===== config.mk =====
export PLATFORM = sky130hd
export DESIGN_NAME = popcount_accumulator
export DESIGN_NICKNAME = d
export VERILOG_FILES = /design/src/rtl/popcount_accumulator.sv
export SDC_FILE = /design/constraint.sdc
export NUM_CORES = 1
export LEC_CHECK = 0
export ABC_CLOCK_PERIOD_IN_PS = 2700
export BUFFER_PORTS_ARGS = -buffer_cell sky130_fd_sc_hd__buf_2
export CELL_PAD_IN_SITES_DETAIL_PLACEMENT = 2
export CELL_PAD_IN_SITES_GLOBAL_PLACEMENT = 2
export CORE_ASPECT_RATIO = 1.4
export CORE_MARGIN = 5
export CORE_UTILIZATION = 31
export DETAILED_ROUTE_END_ITERATION = 10
export GPL_ROUTABILITY_DRIVEN = 0
export PLACE_DENSITY = 0.84
export SYNTH_ARGS = -nofsm -noshare
export SYNTH_HDL_FRONTEND = slang
export SYNTH_SLANG_ARGS = --single-unit

===== constraint.sdc =====
create_clock -name clk -period 2.7 [get_ports clk]
set_clock_uncertainty 0.05 [all_clocks]
set_input_delay 0.27 -clock clk [delete_from_list [all_inputs] [get_ports clk]]
set_output_delay 0.27 -clock clk [all_outputs]
set_load 0.005 [all_outputs]

===== src/rtl/popcount_accumulator.sv =====
// Windowed accumulator of one-hot population-count codes, Tiny Tapeout pin interface.
// Optional LIVE_SUM_EN: uo_out tracks the running sum while accumulating.
module popcount_accumulator #(
  parameter int WINDOW = 16,
  parameter int SUM_W  = 8
) (
  input  logic       clk,
  input  logic       rst_n,
  input  logic       ena,
  input  logic [7:0] ui_in,
  output logic [7:0] uo_out,
  input  logic [7:0] uio_in,
  output logic [7:0] uio_out,
  output logic [7:0] uio_oe
);

  // state | meaning
  // IDLE  | waiting for start, last result held on uo_out
  // ACCUM | summing valid samples of the current window
  // DONE  | window closed, result and done held until ack/start
  typedef enum logic [1:0] {IDLE, ACCUM, DONE} state_t;

  localparam logic [SUM_W:0] SUM_MAX = {1'b0, {SUM_W{1'b1}}};
  localparam logic [7:0]     LAST    = 8'(WINDOW - 1);

  state_t           state, state_nx;
  logic [SUM_W:0]   acc, acc_nx;
  logic [7:0]       cnt, cnt_nx;
  logic [SUM_W-1:0] result, result_nx;
  logic             err, err_nx;
  logic             sat, sat_nx;

  logic [4:0]       code;
  logic             valid, start, ack;
  logic             legal;
  logic [2:0]       weight;
  logic [SUM_W:0]   sum_raw, sum_sat;
  logic             clip;

  wire unused_pins = &{1'b0, uio_in};

  assign code  = ui_in[4:0];
  assign valid = ui_in[5];
  assign start = ui_in[6];
  assign ack   = ui_in[7];
  assign legal = $onehot(code);

  always_comb begin
    weight = 3'd0;
    case (code)
      5'b00001: weight = 3'd0;
      5'b00010: weight = 3'd1;
      5'b00100: weight = 3'd2;
      5'b01000: weight = 3'd3;
      5'b10000: weight = 3'd4;
      default:  weight = 3'd0;
    endcase
  end

  // Accumulator never exceeds SUM_MAX, so one extra bit is enough to detect the clip.
  assign sum_raw = acc + (SUM_W+1)'(weight);
  assign clip    = (sum_raw > SUM_MAX);
  assign sum_sat = clip ? SUM_MAX : sum_raw;

  always_comb begin
    state_nx  = state;
    acc_nx    = acc;
    cnt_nx    = cnt;
    result_nx = result;
    err_nx    = err;
    sat_nx    = sat;
    case (state)
      IDLE: begin
        if (start) begin
          state_nx = ACCUM;
          acc_nx   = '0;
          cnt_nx   = '0;
          err_nx   = 1'b0;
          sat_nx   = 1'b0;
        end
      end
      ACCUM: begin
        if (start) begin
          acc_nx = '0;
          cnt_nx = '0;
          err_nx = 1'b0;
          sat_nx = 1'b0;
        end else if (valid) begin
          acc_nx = sum_sat;
          cnt_nx = cnt + 8'd1;
          if (clip)   sat_nx = 1'b1;
          if (!legal) err_nx = 1'b1;
          if (cnt == LAST) begin
            state_nx  = DONE;
            result_nx = sum_sat[SUM_W-1:0];
          end
        end
      end
      DONE: begin
        if (start) begin
          state_nx = ACCUM;
          acc_nx   = '0;
          cnt_nx   = '0;
          err_nx   = 1'b0;
          sat_nx   = 1'b0;
        end else if (ack) begin
          state_nx = IDLE;
        end
      end
      default: state_nx = IDLE;
    endcase
  end

  always_ff @(posedge clk) begin
    if (!rst_n) begin
      state  <= IDLE;
      acc    <= '0;
      cnt    <= '0;
      result <= '0;
      err    <= 1'b0;
      sat    <= 1'b0;
    end else if (ena) begin
      state  <= state_nx;
      acc    <= acc_nx;
      cnt    <= cnt_nx;
      result <= result_nx;
      err    <= err_nx;
      sat    <= sat_nx;
    end
  end

`ifdef LIVE_SUM_EN
  assign uo_out = 8'((state == ACCUM) ? acc[SUM_W-1:0] : result);
`else
  assign uo_out = 8'(result);
`endif

  assign uio_out = {4'b0000, sat, (state == ACCUM), err, (state == DONE)};
  assign uio_oe  = 8'h0F;

endmodule


; ---- Word level (Yosys, flattened, before mapping)
; Index checks and enable logic that the tools add are counted.
[word_totals]
ff_bits = 29
latchBits = 0
mem_bits_rw = 0
romBits = 0
input_bits = 19
output_inout_bits = 24
elab_cells = 65
memories = 0
[op_classes]
add_sub_neg = 6
n_mul = 0
n_div = 0
n_lt_le_gt_ge = 1
n_eq_ne = 17
shifts = 0
n_mux = 26
bitwise_logic = 1
n_reduce_logical = 8
[op_table]
columns = operator, n
row1 = 2-to-1 mux 9 bit, 4
row2 = 2-to-1 mux 8 bit, 3
row3 = case mux 9 bit (2 select lines), 1
row4 = case mux 8 bit (2 select lines), 1
row5 = AND reduction 5 bit, 3
row6 = 2-to-1 mux 2 bit, 6
row7 = case mux 3 bit (4 select lines), 1
row8 = adder 9 x 3 -> 9 bit, 1
row9 = greater-than comparator 9 x 8 -> 1 bit (second input constant), 1
row10 = inequality test 3 bit (second input constant), 3
row11 = adder 8 x 1 -> 8 bit (second input constant), 1
row12 = equality test 8 x 4 -> 1 bit (second input constant), 1
row13 = 2-to-1 mux 1 bit, 7
row14 = inequality test 2 bit (second input constant), 3
row15 = case mux 2 bit (3 select lines), 1
row16 = AND reduction 6 bit, 1
row17 = equality test 5 x 2 -> 1 bit (second input constant), 1
row18 = equality test 5 x 3 -> 1 bit (second input constant), 1
row19 = equality test 5 x 4 -> 1 bit (second input constant), 1
row20 = equality test 5 bit (second input constant), 1
row21 = adder 1 x 1 -> 2 bit, 2
row22 = inequality test 2 x 1 -> 1 bit (second input constant), 2
row23 = case mux 1 bit (2 select lines), 2
row24 = AND reduction 4 bit, 1
row25 = 10 further kinds, 10

; ---- Depth between registers and ports, before layout
; Gate-level depths: netlist (run 1).
[logic_depth]
depth_word = 8
ltp_mapped = 11
mapped_depth_nobuf = 10

; ---- Least setup slack after synthesis (run 1)
; No wires, ideal clock.
[synth_path]
path_type = in2reg
from = input ui_in[0]
to = register acc[2]
setup_time_ns = 0.091
arrival_ns = 2.197
required_ns = 2.559
slack_ns = 0.362
stages = 11
n_path_buf = 1
path_cell_list = inv_1 > ha_1 > mux2i_1 > nor3_1 > ha_1 > fa_1 > a21oi_1 > o31a_1 > buf_6 > nor2_1 > a311oi_1
[synth_via]
elab_chain_len = 8
word_cells_on_any_way = 11
classes_between = add/sub (1) / order compare (1) / eq/ne (4) / mux (5)
[synth_rtl]
columns = element, line
row1 = "start, declared", 10  ; input logic [7:0] ui_in,
row2 = "equality test 5 bit, or another cell as far along", 50  ; case (code)
row3 = case mux 3 bit (4 select lines) *, 50
row4 = adder 9 x 3 -> 9 bit *, 61  ; assign sum_raw = acc + (SUM_W+1)'(weight);
row5 = greater-than comparator 9 x 8 -> 1 bit, 62  ; assign clip = (sum_raw > SUM_MAX);
row6 = 2-to-1 mux 9 bit *, 63  ; assign sum_sat = clip ? SUM_MAX : sum_raw;
row7 = 2-to-1 mux 9 bit *, 88  ; end else if (valid) begin
row8 = 2-to-1 mux 9 bit *, 83  ; if (start) begin
row9 = case mux 9 bit (2 select lines) *, 72  ; case (state)
row10 = "end signal, assigned", 124  ; acc <= acc_nx;
row11 = "end, declared", 27  ; logic [SUM_W:0] acc, acc_nx;
; Every way passes the cells marked *; elsewhere a longest branch is shown, timed or not. The select of a mux whose other input is x is not followed.
; A chain may end at the register's enable or synchronous reset.

; ---- Final worst setup path (run 1)
; Ends and elaborated chain as after synthesis.

==> results of run 1 <==
-- stage by stage --
stage	utilization, %	total power (W)	instance area [µm²]	instances
finish	36.4	0.000925	2000	301
global route	36.4	0.000971	2000	301
CTS	36.4	0.000934	2000	301
detailed placement	34.5	0.000524	1890	293
global placement	34.5	0.000519	1890	293
floorplan	-	0.000511	1780	216
-- worst min-delay path by stage --
stage,cells after the start,from,to
2_1_floorplan,2,acc[0],acc[0]
3_3_place_gp,2,acc[0],acc[0]
3_5_place_dp,2,acc[0],acc[0]
4_1_cts,3,ui_in[6],state[0]
5_1_grt,3,ena,state[0]
6_report,3,ui_in[6],state[0]
-- state kept, by name, summed over array words and instances, names as in the netlist --
name    flops
cnt         8
state       2
sat         1
acc         9
err         1
uo_out      8
-- layer usage --
metal  global-route usage, %  part of all wire [%]
met2                    30.2                    58
met3                    2.96                   2.5
met5                       0                     0
met1                    16.3                    37
met4                    4.88                   2.2
-- cell type report --
class	count	area [µm²]
fillers	632	3490
clock buffers	7	96.3
well taps	68	85.1
repair buffers	30	183
flip-flops and latches	29	581
clock inverters	1	5.00
multi-input cells	157	1010
inverters	9	33.8
-- synthesized netlist by cell type (all sizes together) (5+ instances only) --
library cell	number
dfxtp	29
a21oi	22
buf	18
nand2	18
nor2	15
nor3	10
inv	9
xnor2	9
nor4	8
o21ai	8
ha	7
nand3	6
o22ai	5
xor2	5
-- power by group through the flow --
stage                     Sequential [W]  Combinational (W)  Clock (W)
after global placement          0.000446          0.0000732          0
after global routing            0.000437          0.0000888   0.000446
after detailed placement        0.000446          0.0000774          0
after CTS                       0.000437          0.0000782   0.000419
final                           0.000436          0.0000773   0.000411
after floorplan                 0.000443          0.0000670          0
-- worst max-delay path: stages --
cell      delay (ns)
buf_2           0.12
inv_1           0.08
ha_1            0.19
mux2i_1         0.09
nor3_1          0.25
ha_1            0.25
fa_1            0.22
a21oi_1         0.10
buf_4           0.16
nor4_4          0.36
buf_12          0.18
nor2_1          0.04
a311oi_1        0.23
-- cell families (layout without fill, tap and decap cells) --
kind of cell	Yosys count	count (layout)
AO/OA/AOI/OAI	47	47
AND/OR/NAND/NOR	73	73
flip-flops	29	29
XOR/XNOR	14	14
buffers and inverters	30	47
multiplexers	1	1
adder cells (fa/ha/maj)	10	10
other	2	12
==> metrics, run 1 <==
post-synthesis xor/xnor area fraction around 7%; Adder-Cell Fraction of Synth Area between 8 and 9%; starting density of the core about a third; Critical Path Start Type input pin; Critical Path RT about 2.8 ns; residual DRC count 0; routed length per instance approximately 17 µm; Min-Delay Path Class in -> reg; hold buffer count at CTS 0; distinct cell type count after synthesis between 40 and 50; Synth Area in Simple Gates 23.5%; top cells by area, synth dfxtp_1 (33%), buf_4 (6.9%), a21oi_1 (6.3%); CTS Buf Count 5; Crit Path Class in -> reg; die footprint 0.00726 mm²; Pint between 0.0006 and 0.0007 W; Clock Power Share 44.4%; Layout Nets 261; Psw 0.000236 W; Detailed Routing Iterations Pass 1 4; final worst slack 0.292 ns; hold violation count in the final report 0; post-synthesis register bit count 29; critical path arrival roughly 2.6 ns; crit path to acc[2]; ANT nets after route 0; number of synthesized flops with an enable pin 0; Total GRT Usage between 10% and 20%; top cell type's share of synthesized area 33.2%; Final Max Slew Viols 0; post-cts resize count 0; Worst R2R Start state[0]; DR vias/cell a little over 5; most frequent cells in the layout dfxtp_1 (29), a21oi_1 (22), buf_2 (22); Core Region around 0.0055 mm²; Port Buf Inserts 22; Max-cap violations 0; first-pass GRT wire length 8890 µm; Worst Hold Slack about 0.31 ns; pre-CTS setup slack roughly 0.01 ns; Final Cycle Share approximately nine tenths; total setup buffers inserted after CTS 0; Cells after Synth roughly 200; clock root buffer clkbuf_8; RSZ-0062 raised after global routing false; CP Capture Type flop; chip width ~73 µm; FMAX 415 MHz; FP Rows 32; largest net degree at the start of global routing 18; Area Overhead vs Synth 14.3%; Avg Inst Size Synth approximately 8.5 µm²; layout cells sized above 1 between 20% and 30%; Ports 43; Die Y just under 100 µm; mapped cell area roughly 0.0017 mm²; Clock Latency Late Sink 0.28 ns; min Tclk post-route roughly 2.4 ns; largest family of logic cells by synthesized area simple AND/OR/NAND/NOR gates; Slew HR 56.3%; antenna violations before repair 0; endpoints failing setup 0; Sum Neg Setup Slack 0 ns; Detail Placement HPWL approximately 3800 µm; switching part of the total power between 20% and 30%; mux cell area share after synthesis less than 1%; clk sinks 29; ys async rst share 0%; H-tree lvl count 2; reg-to-reg endpoint acc[6]; 1st-iter DRT viols 54; Main synth FF type dfxtp_1; Worst-path clk slew approximately 0.07 ns; worst-path fanout max 7; Routed WL between 5000 and 6000 µm; Peak VDD IR roughly 0.28 mV; PD cells about 460 mW/mm²; Synth area leader dfxtp_1; leakage power approximately 0.82 nW; Comb power frac 8.4%; sequential share of power between 40 and 50%; CTS tree yes; Worst-Margin Slew 0.655 ns; vias in the first global route around 1800; Bufs on Longest Clock Path 2; most common cell after layout, fill and taps aside dfxtp_1; global route total overflow 0; CP startpoint ui_in[0]; complex-gate fraction of the synthesized area around 16%; Vias around 1600; n_diodes 0; internal reg-to-reg setup slack about 0.53 ns; sequential area share after synthesis 33.2%; synth warn 0; worst r2r path cells 4; outcome completed
Note: power is estimated with default switching activity, not from simulation.
==> run 2, diff against run 1 <==
Settings changed: BUFFER_PORTS_ARGS -buffer_cell sky130_fd_sc_hd__buf_2 to -buffer_cell sky130_fd_sc_hd__buf_4.
==> run 2 against run 1 <==
Net effect:
- worst hold slack worse by 0.022 ns
- sequential cell count unchanged
- power up 8.4%
- worst setup slack lost 0.049 ns
- global-route usage decreased by 0.60 points
- final cell count shrank 0.33%
- count of clock-buffer cells in the layout unchanged
- sequential power about the same
- combinational power increased by 7.2%
- die area stayed put
- via count is 0.84% lower
- sequential share of layout area shrank 0.71 points
- critical path type unchanged
- largest power group is now the clock network
- highest routed layer unchanged
==> metrics, run 2 (synthesis gave the netlist of run 1 again) <==
largest net degree at the start of global routing 18 (unchanged); Peak VDD IR 0.263 mV (-4.6%); Vias 1542 (-0.84%); Bufs on Longest Clock Path 2 (unchanged); clock root buffer clkbuf_8; Slew HR 52.6% (-3.7 points); Layout Nets 260 (-0.38%); Port Buf Inserts 22 (unchanged); Min-Delay Path Class in -> reg; outcome completed; Largest register FFs 9 (unchanged); FP Rows 32 (unchanged); Crit path max-delay family simple AND/OR/NAND/NOR gates; DR vias/cell 5.14 (-0.51%); first-pass GRT wire length 8410 µm (-5.4%); Final Instance Count excl. Fillers 300 (-0.33%); global route total overflow 0 (unchanged); Worst-Margin Slew 0.705 ns (+0.0502 ns); CP Capture Type flop; multi-input logic area 0.00101 mm² (unchanged); Worst path slowest cell nor4_4; 1st-iter DRT viols 39 (-28%); Area Overhead vs Synth 17.1%; starting density of the core 31.8% (unchanged); n_diodes 0 (unchanged); Reg area 581 µm² (unchanged); most frequent cells in the layout dfxtp_1 (29), buf_4 (29), a21oi_1 (22); Largest Register acc; clk sinks 29 (unchanged); Total GRT Usage 15.0% (-0.60 points); total setup buffers inserted after CTS 0 (unchanged); Worst-path clk slew 0.07 ns (about the same); Detailed Routing Iterations Pass 1 2 (-2); CTS Buf Count 5 (unchanged); routed length per instance 16.4 µm (-4.9%); Ports 43 (unchanged); PD cells 490 mW/mm² (+5.7%); FMAX 407 MHz (-2.0%); Routed WL 4930 µm (-5.2%); worst-path fanout max 10 (+3); hold buffer count at CTS 0 (unchanged); CTS tree yes; Crit path largest cell delay 0.53 ns (+0.17 ns); Core Region 0.00549 mm² (unchanged); vias in the first global route 1764 (-1.1%); RSZ-0062 raised after global routing false; antenna violations before repair 0 (unchanged); residual DRC count 0 (unchanged); min Tclk post-route 2.46 ns (+0.0492 ns); Critical Path RT 2.87 ns (+0.03 ns); worst path buffer plus inverter count 4 (unchanged); post-cts resize count 0 (unchanged); Detail Placement HPWL 3560 µm (-5.5%); Crit Path Class in -> reg; hold violation count in the final report 0 (unchanged); endpoints failing setup 0 (unchanged); chip width 73.4 µm (unchanged); layout cells sized above 1 19.4% (-0.78 points); Post-Route Utilization 37.3% (+0.91 points); H-tree lvl count 2 (unchanged); leakage power 0.827 nW (+0.49%); Final Cycle Share 91.0% (+1.8 points); critical path arrival 2.63 ns (+0.08 ns); Placed Cells 292 (-0.34%); Final Max Slew Viols 0 (unchanged); Critical Path Start Type input pin; fillers 627 (-0.79%); Die Y 98.8 µm (unchanged); Clock Latency Late Sink 0.29 ns (about the same); cell mode on critical path buf_4; worst-path cell chain buf_4 -> inv_1 -> ha_1 -> mux2i_1 -> nor3_1 -> ha_1 -> fa_1 -> a21oi_1 -> buf_4 -> nor4_4 -> nor3b_4 -> buf_4 -> a21oi_1; Max-cap violations 0 (unchanged); die footprint 0.00726 mm² (unchanged); ANT nets after route 0 (unchanged)
[run 2: changes by cell type in the layout (fill, tap and decap cells not counted), sizes merged]
cell / before / now
clkinv: 1 / 0
bufinv: 0 / 1
buf: 30 / 29
[run 2: tightest hold or removal path: cells and delay by family]
| family | cells | cell delay (ns) |
|---|---|---|
| buf+inv | 1 | 0.18 |
| compound gates | 2 | 0.13 |
[run 2: where the power goes]
group | internal, W | switching (W)
Clock | 0.000301 | 0.000182
Combinational | 0.0000326 | 0.0000503
Sequential | 0.000432 | 0.00000464
Total | 0.000765 | 0.000237
[run 2: worst paths after layout]
path | start | to | slack, ns | depth (start not counted)
min reg2reg | acc[0] | acc[0] | 0.43 | 2
min | rst_n | uo_out[7] | 0.29 | 3
max reg2reg | acc[0] | acc[7] | 0.51 | 8
max | ui_in[0] | uo_out[2] | 0.24 | 13
[run 2: stage by stage]
step	hold slack, ns	instance area (µm²)	setup WS (ns)	total power, W	TNS [ns]
after floorplan	0.386	1780	0.362	0.000511	0
after global placement	0.398	1930	0.0202	0.000525	0
after detailed placement	0.415	1930	-0.0835	0.000528	-0.733
after CTS	0.280	2050	0.178	0.00102	0
after global routing	0.298	2050	0.0196	0.00105	0
final	0.287	2050	0.243	0.00100	0
[run 2: area by class of cell]
cell class	instances	area share, %
clock buffers	7	4.22
flip-flops and latches	29	28.4
well taps	68	4.16
inverters	9	1.65
repair buffers	29	10.6
clock inverters	1	1.47
multi-input cells	157	49.5
[run 2: metal layers]
metal / track usage [%] / vias up / wire length, µm
met5: 0 / - / 0
met4: 8.51 / 0 / 205
met3: 3.37 / 12 / 135
met2: 27.7 / 25 / 2820
met1: 14.8 / 757 / 1770
li1: - / 748 / -
